--- src/rtl/cycle_event_counter_bank.sv ---
// Bank of NUM_CH event counters with shared run/halt control, atomic snapshot
// and sticky per-channel overflow flags (wrap or saturate on overflow).
//
// state | meaning
// ARM   | first cycle after reset; no counting; advances to RUN (or HALT on stop)
// RUN   | counting enabled
// HALT  | counts frozen until start
module cycle_event_counter_bank #(
    parameter int WIDTH      = 32,
    parameter int NUM_CH     = 4,
    parameter int SATURATE   = 0,
    parameter int CH0_CYCLES = 1
) (
    input  logic                    clk,
    input  logic                    rst,
    input  logic                    start_i,
    input  logic                    stop_i,
    input  logic                    clear_i,
    input  logic                    snap_i,
    input  logic [NUM_CH-1:0]       ev_i,
    output logic [NUM_CH*WIDTH-1:0] count_o,
    output logic [NUM_CH*WIDTH-1:0] snap_o,
    output logic                    snap_vld_o,
    output logic [NUM_CH-1:0]       ovf_o,
    output logic                    running_o
);

    typedef enum logic [1:0] {ST_ARM, ST_RUN, ST_HALT} state_t;

    localparam logic [WIDTH-1:0] ONE = WIDTH'(1);

    state_t                          state_q, state_d;
    logic                            running_q, running_d;
    logic [NUM_CH-1:0][WIDTH-1:0]    cnt_q, cnt_d;
    logic [NUM_CH-1:0][WIDTH-1:0]    snap_q, snap_d;
    logic                            snap_vld_q, snap_vld_d;
    logic [NUM_CH-1:0]               ovf_q, ovf_d;
    logic [NUM_CH-1:0]               ev_eff;

    always_comb begin
        state_d = state_q;
        case (state_q)
            ST_ARM:  state_d = stop_i ? ST_HALT : ST_RUN;
            ST_RUN:  if (stop_i) state_d = ST_HALT;
            ST_HALT: if (!stop_i && start_i && !clear_i) state_d = ST_RUN;
            default: state_d = ST_ARM;
        endcase
        running_d = (state_d == ST_RUN);
    end

    always_comb begin
        ev_eff = ev_i;
        if (CH0_CYCLES != 0) ev_eff[0] = 1'b1;
    end

    // Clear wins over any increment due in the same cycle.
    always_comb begin
        cnt_d = cnt_q;
        ovf_d = ovf_q;
        if (clear_i) begin
            cnt_d = '0;
            ovf_d = '0;
        end else if (state_q == ST_RUN) begin
            for (int c = 0; c < NUM_CH; c++) begin
                if (ev_eff[c]) begin
                    if (&cnt_q[c]) begin
                        ovf_d[c] = 1'b1;
                        if (SATURATE == 0) cnt_d[c] = '0;
                    end else begin
                        cnt_d[c] = cnt_q[c] + ONE;
                    end
                end
            end
        end
    end

    always_comb begin
        snap_d     = snap_i ? cnt_q : snap_q;
        snap_vld_d = snap_i;
    end

    always_ff @(posedge clk or posedge rst) begin
        if (rst) begin
            state_q    <= ST_ARM;
            running_q  <= 1'b0;
            cnt_q      <= '0;
            snap_q     <= '0;
            snap_vld_q <= 1'b0;
            ovf_q      <= '0;
        end else begin
            state_q    <= state_d;
            running_q  <= running_d;
            cnt_q      <= cnt_d;
            snap_q     <= snap_d;
            snap_vld_q <= snap_vld_d;
            ovf_q      <= ovf_d;
        end
    end

    assign count_o    = cnt_q;
    assign snap_o     = snap_q;
    assign snap_vld_o = snap_vld_q;
    assign ovf_o      = ovf_q;
    assign running_o  = running_q;

endmodule

--- config.mk ---
export PLATFORM = sky130hd
export DESIGN_NAME = cycle_event_counter_bank
export DESIGN_NICKNAME = d
export VERILOG_FILES = /design/src/rtl/cycle_event_counter_bank.sv
export SDC_FILE = /design/constraint.sdc
export NUM_CORES = 1
export LEC_CHECK = 0
export ABC_AREA = 1
export BUFFER_PORTS_ARGS = -buffer_cell sky130_fd_sc_hd__buf_2
export CORE_ASPECT_RATIO = 2
export CORE_MARGIN = 2
export CORE_UTILIZATION = 55
export CTS_CLUSTER_DIAMETER = 50
export DETAILED_ROUTE_END_ITERATION = 10
export PLACE_DENSITY = 0.86
export SLEW_MARGIN = 5
export SYNTH_ARGS = -nofsm -noshare
export SYNTH_HDL_FRONTEND = slang
export SYNTH_SLANG_ARGS = --single-unit
--- constraint.sdc ---
create_clock -name clk -period 10.08 [get_ports clk]
set_clock_uncertainty 0.1 [all_clocks]
set_input_delay 1.512 -clock clk [delete_from_list [all_inputs] [get_ports clk]]
set_output_delay 1.512 -clock clk [all_outputs]
set_load 0.1 [all_outputs]
==> metrics.yaml, run 1 <==
hpwl_mm: 26.1
coreArea_mm2: 0.0232
arrival_ns: 3.63
avgRoutedWirePerCell_um: 16.5
pin_count: 272
area_growth_pct: 17.9
die_h_um: 221
avgSynthCellArea_um2: 7.98
ys_ff_latch: 264
use_met1: 0.307
final_hold_viol_count: 0
peakVddDrop_mv: 0.165
start_util: 0.559
yosysWarnings: 0
cts-root-buf: "clkbuf_16"
preCtsSetupSlack_ns: 6.23
fin_cells: 2186
min_period_ns: 3.35
p_leak_nw: 7.80
power.share.clock: 0.384
port_buffers: 270
p_sw_w: 0.000806
grt_max_degree: 125
hold_buffers: 0
max_cap_violations: 0
num-nets-final: 1899
grt_pass1_vias: 11975
grtUsageMet3: 0.0364
syn-num-nets: 1643
cts_tree: "done"
cp_common_cell: "nand3_1"
worstPathMaxFanout: 20
postCtsSetupBuffers: 0
num_vias: 11893
drt-initial-drc-count: 766
crit_slowest_cell: "nand2_1"
postLayoutCoreUtil: 0.659
sequentialPowerShare: 0.448
ys_seq_area_frac: 0.508
worst_pin_slew_ns: 1.05
status: "finished, final reports clean"
place_congestion: 0.950
p_int_w: 0.00170
path_class: "in -> reg"
clkTransAtPathRegs_ns: 0.07
syn_inst: 1629
grt-busiest-layer: "met2"
cts_max_level: 1
power_density_mw_per_mm2: 163
mappedNetlistArea_mm2: 0.0130
rsz0062_at_grt: "false"
cts_resized: 0
cpPeakStageDelay_ns: 0.62
gr-total-overflow: 0
placementRows: 79
swShare: 0.322
ant_nets: 0
synth_cell_types: 31
wl_mm: 36.1
via_per_inst: 5.44
fmax_mhz: 299
clock_path_buffers: 3
antenna_found_initial: 1
critPathCaptureType: "flop"
grt_pass1_wl_mm: 58.3
dr.pass1.iters: 5
clk_latency_ns: 0.53
finalCritPeriodShare: 0.332
dp_cells: 2142
p_total_w: 0.00250
die_x_um: 113
fin_setup_tns_ns: 0
use_met2: 0.523
die-area_mm2: 0.0249
grt.total_usage: 0.287
nFillCells: 1955
crit_chain: "buf_2, inv_2, nand2_1, nand3_1, nor2_2, nand3_1, o21ai_0, nor2_1"
p_comb_frac: 0.168
maxSlewViolCount: 0
fin_ws_ns: 6.73
cp.required_ns: 10.37
layout-drive-gt1-share: 0.215
relSlewSlack: 0.298
drc: 0
numCtsBuffers: 24
start_kind: "primary input"
clock_sinks: 264
setup_violations: 0
hp-class: "reg -> reg"
==> placed cells by master, fill, tap and decap left out, drive strengths merged <==
cell,netlist,routed
bufinv,0,2
xor2,32,32
mux2,46,46
o21ai,28,28
nor2,372,372
clkinvlp,0,3
inv,177,179
nand3b,2,2
clkinv,1,4
nand2,381,381
nand4,42,42
nand3,116,116
nor3,11,11
or2,1,1
clkbuf,15,33
a21oi,98,98
diode,0,1
o22ai,3,3
dfrtp,264,264
ha,4,4
xnor2,5,5
and2,3,3
buf,28,273
==> synthesized netlist by cell type, drive strengths merged <==
library cell | n | area share
inv | 177 | 0.051
buf | 28 | 0.015
nor3 | 11 | 0.0042
and2 | 3 | 0.0014
nand3b | 2 | 0.0012
ha | 4 | 0.0039
nand4 | 42 | 0.020
clkinv | 1 | 0.00038
xor2 | 32 | 0.022
a21oi | 98 | 0.038
xnor2 | 5 | 0.0034
or2 | 1 | 0.00048
dfrtp | 264 | 0.51
o21ai | 28 | 0.013
clkbuf | 15 | 0.0043
nor2 | 372 | 0.11
mux2 | 46 | 0.040
nand2 | 381 | 0.11
nand3 | 116 | 0.045
o22ai | 3 | 0.0014
==> critical path, delay by kind of cell <==
| kind | cells | cell delay [ns] |
|---|---|---|
| compound gates | 1 | 0.12 |
| buf+inv | 2 | 0.41 |
| simple gates | 5 | 1.57 |
==> path summary, 6_finish.rpt <==
| kind | start | end | slack [ns] | cells after the start |
|---|---|---|---|---|
| worst max-delay path | clear_i | count_o[14] | 6.73 | 8 |
| worst min-delay path | snap_o[80] | snap_o[80] | 0.40 | 1 |
| worst max register to register | count_o[65] | count_o[88] | 7.48 | 8 |
| worst min register to register | snap_o[80] | snap_o[80] | 0.40 | 1 |
| max in group asynchronous | rst | snap_o[1] | 7.37 | 3 |
| min in group asynchronous | rst | snap_o[94] | 0.99 | 2 |
==> metrics by stage <==
stage               hold WS, ns  instance area, um^2
floorplan                 0.426                13000
global placement          0.384                14500
detailed placement        0.390                14500
CTS                       0.404                15300
global route              0.421                15300
finish                    0.400                15300
==> layout make-up <==
cell class | count | area [um^2] | share of cell area
diodes | 1 | 2.50 | 0.000163
well taps | 283 | 354 | 0.0231
repair buffers | 273 | 1380 | 0.0901
flip-flops and latches | 264 | 6610 | 0.431
clock inverters | 10 | 115 | 0.00752
multi-input cells | 1144 | 5470 | 0.357
inverters | 178 | 677 | 0.0442
clock buffers | 33 | 716 | 0.0467
==> cells by family (layout without fill, tap and decap cells) <==
group | Yosys count | after routing | synth area share
simple gates | 928 | 928 | 0.300
fa+ha+maj | 4 | 4 | 0.00385
other cells | 0 | 1 | 0
xor+xnor | 37 | 37 | 0.0249
mux | 46 | 46 | 0.0399
compound gates | 129 | 129 | 0.0520
flops | 264 | 264 | 0.508
buf+inv | 221 | 494 | 0.0711
==> routing by layer <==
metal	up-vias	routed length, um
met5	-	0
met4	0	2330
met3	135	1830
met2	443	19100
met1	5641	12800
li1	5674	-
==> state kept, by name, indices dropped and copies added, names as in the netlist <==
name / flops
ovf_o: 4
running_o: 1
count_o: 128
state_q: 2
snap_vld_o: 1
snap_o: 128
==> power groups by stage <==
| stage | sequential (W) | clock (W) | combinational (W) |
|---|---|---|---|
| after floorplan | 0.00138 | 0 | 0.000113 |
| after global placement | 0.00114 | 0 | 0.000416 |
| after detailed placement | 0.00114 | 0 | 0.000422 |
| after CTS | 0.00112 | 0.000979 | 0.000423 |
| after global routing | 0.00112 | 0.00102 | 0.000442 |
| final | 0.00112 | 0.000963 | 0.000420 |
No activity file was read; power rests on OpenSTA's default activity.
==> run 2, diff against run 1 <==
--- a/config.mk
+++ b/config.mk
@@ -5,11 +5,11 @@
 export SDC_FILE = /design/constraint.sdc
 export NUM_CORES = 1
 export LEC_CHECK = 0
-export ABC_AREA = 1
+export ABC_AREA = 0
 export BUFFER_PORTS_ARGS = -buffer_cell sky130_fd_sc_hd__buf_2
 export CORE_ASPECT_RATIO = 2
 export CORE_MARGIN = 2
-export CORE_UTILIZATION = 55
+export CORE_UTILIZATION = 54
 export CTS_CLUSTER_DIAMETER = 50
 export DETAILED_ROUTE_END_ITERATION = 10
 export PLACE_DENSITY = 0.86
==> constraint.sdc (replaced) <==
create_clock -name clk -period 3.26 [get_ports clk]
set_clock_uncertainty 0.1 [all_clocks]
set_input_delay 0.489 -clock clk [delete_from_list [all_inputs] [get_ports clk]]
set_output_delay 0.489 -clock clk [all_outputs]
set_load 0.1 [all_outputs]
==> metrics.yaml, run 2 <==
clk_latency_ns: 0.53
synth_cell_types: 56
maxSlewViolCount: 0
final_hold_viol_count: 0
place_area_mm2: 0.0134
drt-initial-drc-count: 373
p_leak_nw: 7.31
swShare: 0.226
cts_tree: "done"
critPathCaptureType: "flop"
coreArea_mm2: 0.0214
whs_ns: 0.0301
place_congestion: 0.835
num-nets-final: 1294
cp.required_ns: 3.56
synth_most_common_cell: "dfrtp_1"
yosysWarnings: 0
mappedNetlistArea_mm2: 0.0117
synth_area_leaders: "dfrtp_1 57%, mux2_2 12%, nor2_1 4.3%, xnor2_1 4.1%, xor2_1 4.0%"
die-area_mm2: 0.0229
nFillCells: 1603
dr.pass1.iters: 4
p_sw_w: 0.00150
synth_top_area_share: 0.565
pin_count: 272
yosys-top-cells-count: "264 x dfrtp_1, 133 x nor2_1, 128 x mux2_2"
worst_pin_slew_ns: 0.655
power.share.clock: 0.453
ys_ff_latch: 264
antenna_found_initial: 0
path_class: "reg -> reg"
ant_nets: 0
grt_max_degree: 81
die_x_um: 108
dr.max_layer_used: "met4"
die_h_um: 212
met2_length_mm: 16.3
rsz0062_at_grt: "false"
area_growth_pct: 21.8
power_density_mw_per_mm2: 464
placementRows: 76
wl_met1_mm: 10.5
drc: 0
fmax_mhz: 399
gr-total-overflow: 0
n_antenna_cell: 0
synth-edff-count: 0
avgRoutedWirePerCell_um: 18.5
fin_setup_tns_ns: 0
min_period_ns: 2.50
via_per_inst: 5.69
ys_seq_area_frac: 0.565
p_int_w: 0.00511
relSlewSlack: 0.562
grt.total_usage: 0.252
arrival_ns: 2.81
clock_sinks: 264
mostFrequentLayoutCell: "buf_2"
start_kind: "flop"
synth_ff_type: "dfrtp_1"
wl_mm: 29.1
synth.largest_area_cell: "dfrtp_1"
cts_max_level: 1
p_comb_frac: 0.046
syn_inst: 1007
hpwl_mm: 20.3
port_buffers: 270
cts-root-buf: "clkbuf_16"
syn-num-nets: 1021
worstPathMaxFanout: 27
async_flop_share: 1.00
status: "finished, final reports clean"
cts_resized: 0
hp-class: "in -> reg"
num_vias: 8935
stdcell_area_mm2: 0.0142
numCtsBuffers: 24
max_cap_violations: 0
layout_common_cells: "269 x buf_2, 264 x dfrtp_1, 133 x nor2_1"
start_util: 0.546
grt_pass1_vias: 9112
wl_met3_mm: 1.34
avgSynthCellArea_um2: 11.6
clkTransAtPathRegs_ns: 0.07
layout-drive-gt1-share: 0.370
sequentialPowerShare: 0.501
setup_violations: 0
grt_pass1_wl_mm: 46.5
finalCritPeriodShare: 0.768
clock_path_buffers: 3
peakVddDrop_mv: 0.461
## run 2: kinds of logic after synthesis
group                      count (synthesis)  share of synthesized area
DFF                                      264                      0.565
AOI/OAI and AO/OA                         67                     0.0390
adders and majority gates                  4                    0.00428
buffers and inverters                     61                     0.0233
and+or+nand+nor                          375                      0.164
muxes                                    128                      0.123
xor gates and xnor gates                 108                     0.0810
## run 2: timing repair
| item | in CTS | in global routing |
|---|---|---|
| endpoints found under the hold margin | 19 | 0 |
| hold buffers | 1 | 0 |
| setup buffers | 0 | 0 |
## run 2: routing by layer
metal / vias to the layer above / GRT usage
met5: - / 0
met4: 0 / 0.101
met3: 69 / 0.0337
met2: 291 / 0.470
met1: 4521 / 0.286
li1: 4054 / -
## run 2: through the flow
step / instances / worst slack, ns / utilization / power (W)
3_3_place_gp: 1526 / 0.810 / 0.625 / 0.00367
3_5_place_dp: 1526 / 0.762 / 0.625 / 0.00368
6_report: 1569 / 0.755 / 0.665 / 0.00661
2_1_floorplan: 1007 / -0.813 / - / 0.00360
4_1_cts: 1569 / 0.728 / 0.665 / 0.00666
5_1_grt: 1569 / 0.562 / 0.665 / 0.00681
## run 2: area by class of cell
cell class                 instances  area [um^2]  share of cell area
multi-input combinational        682         4810               0.338
tap                              273          342              0.0240
sequential                       264         6610               0.464
clock buffer                      32          702              0.0493
inverter                          16         63.8             0.00448
clock inverter                    10          134             0.00941
timing repair buffer             292         1570               0.110
## run 2: critical path: stages (launching register included)
cell,delay (ns)
dfrtp_1,0.45
nand4_1,0.24
nor3_1,0.56
and4_1,0.31
or2_2,0.47
o21ba_2,0.24
## run 2: power groups by stage
stage / combinational (W) / sequential, W / clock [W]
detailed placement: 0.000310 / 0.00337 / 0
CTS: 0.000312 / 0.00331 / 0.00304
floorplan: 0.000160 / 0.00344 / 0
finish: 0.000306 / 0.00331 / 0.00299
global route: 0.000335 / 0.00331 / 0.00317
global placement: 0.000305 / 0.00337 / 0
## run 2: path summary, 6_finish.rpt
kind	from	end	cells after the start	slack, ns
max	count_o[8]	count_o[29]	5	0.76
max reg2reg	count_o[8]	count_o[29]	5	0.76
min	stop_i	state_q[0]	2	0.03
min reg2reg	ovf_o[1]	ovf_o[1]	1	0.39
min in group asynchronous	rst	snap_o[109]	3	0.51
max in group asynchronous	rst	count_o[82]	4	1.73
==> run 3, diff against run 2 <==
==> constraint.sdc (replaced) <==
create_clock -name clk -period 2.45 [get_ports clk]
set_clock_uncertainty 0.1 [all_clocks]
set_input_delay 0.3675 -clock clk [delete_from_list [all_inputs] [get_ports clk]]
set_output_delay 0.3675 -clock clk [all_outputs]
set_load 0.1 [all_outputs]
==> metrics.yaml, run 3 (synthesis results as in run 2) <==
status: "finished, final reports clean"
die_x_um: 108
hold_start: "ev_i[3]"
hpwl_mm: 21.0
dr.max_layer_used: "met4"
clkTransAtPathRegs_ns: 0.07
area_growth_pct: 24.1
antenna_found_initial: 1
hp-class: "in -> reg"
ant_nets: 0
layout-drive-gt1-share: 0.388
path_class: "reg -> reg"
finalCritPeriodShare: 0.885
num_vias: 9058
p_total_w: 0.00841
worstPathMaxFanout: 15
crit-reg2reg-launch: "count_o[73]"
clock_sinks: 264
placementRows: 76
wl_met1_mm: 10.4
drc: 0
clk_latency_ns: 0.51
peakVddDrop_mv: 0.610
place_congestion: 0.821
grt_pass1_wl_mm: 46.8
dr.pass1.iters: 5
cts-root-buf: "clkbuf_16"
nFillCells: 1556
critPathCaptureType: "flop"
avgRoutedWirePerCell_um: 18.1
die_h_um: 212
wl_met3_mm: 1.41
p_leak_nw: 7.52
cts_max_level: 1
rsz0062_at_grt: "false"
drt-initial-drc-count: 478
grt.total_usage: 0.255
pin_count: 272
setup_violations: 0
relSlewSlack: 0.601
final_hold_viol_count: 0
cp.required_ns: 2.74
numCtsBuffers: 23
maxSlewViolCount: 0
power_density_mw_per_mm2: 580
crit_chain: "nand4_1, and4bb_2, and3_1, a31o_2, buf_4, nor2_1"
clock_path_buffers: 3
fin_setup_tns_ns: 0
whs_ns: 0.136
coreArea_mm2: 0.0214
cts_resized: 0
num-nets-final: 1337
layout_common_cells: "269 x buf_2, 264 x dfrtp_1, 133 x nor2_1"
cpPeakStageDelay_ns: 0.46
cts_tree: "done"
regArea_mm2: 0.00661
met2_length_mm: 16.2
mostFrequentLayoutCell: "buf_2"
via_per_inst: 5.62
gr-total-overflow: 0
grt_pass1_vias: 9334
crit_path_start: "count_o[73]"
grt_max_degree: 106
crit_slowest_cell: "dfrtp_1"
arrival_ns: 2.46
worst_pin_slew_ns: 0.598
postLayoutCoreUtil: 0.678
fmax_mhz: 461
port_buffers: 270
max_cap_violations: 0
wl_mm: 29.1
start_kind: "flop"
die-area_mm2: 0.0229
multi_input_area_mm2: 0.00481
min_period_ns: 2.17
start_util: 0.546
==> run 3: changes by cell type in the layout (fill, tap and decap cells not counted), sizes merged <==
cell / change
buf: +43
bufinv: -2
clkinvlp: -2
clkbuf: +1
diode: +1
dlygate4sd3: +1
==> run 3: per-layer routing <==
layer  up-vias  track usage
met5         -            0
met4         0        0.117
met3        80       0.0356
met2       302        0.471
met1      4532        0.283
li1       4144            -
==> run 3: worst paths after layout <==
path	endpoint	slack, ns	cells past startpoint
worst max register to register	count_o[78]	0.28	6
worst max-delay path	count_o[78]	0.28	6
max in group asynchronous	snap_o[104]	1.09	5
min in group asynchronous	snap_o[110]	0.20	3
worst min-delay path	count_o[97]	0.14	4
worst min register to register	snap_o[114]	0.40	1
==> run 3: timing repair <==
action / CTS / global route
hold endpoints to repair: 116 / 0
endpoints found under the setup margin: 0 / 0
hold buffers: 2 / 0
buffers inserted: 0 / 0
==> run 3: stage by stage <==
step                      cell area (um^2)  setup slack, ns  std cells
after global placement               13700            0.334       1569
final                                14500            0.281       1611
after global routing                 14500            0.124       1611
after floorplan                      11700            -1.50       1007
after detailed placement             13700            0.308       1569
after CTS                            14500            0.294       1610
==> run 3: worst max-delay path: cells and delay by family, from the launching register on <==
family,cells,cell delay [ns]
DFF,1,0.46
AOI/OAI and AO/OA,1,0.35
and+or+nand+nor,4,0.86
buffers and inverters,1,0.27
==> run 3: final cells by class <==
cell class              count  area share
clock inverters             6     0.00380
flip-flops and latches    264       0.455
repair buffers            336       0.134
inverters                  16     0.00440
diodes                      1    0.000173
well taps                 273      0.0236
multi-input cells         682       0.332
clock buffers              33      0.0471
==> run 3: power breakdown <==
part / internal (W) / leakage (nW) / switching, W / total (W)
combinational: 0.000111 / 3.47 / 0.000316 / 0.000427
clock: 0.00203 / 0.371 / 0.00156 / 0.00359
sequential: 0.00437 / 3.68 / 0.0000219 / 0.00440
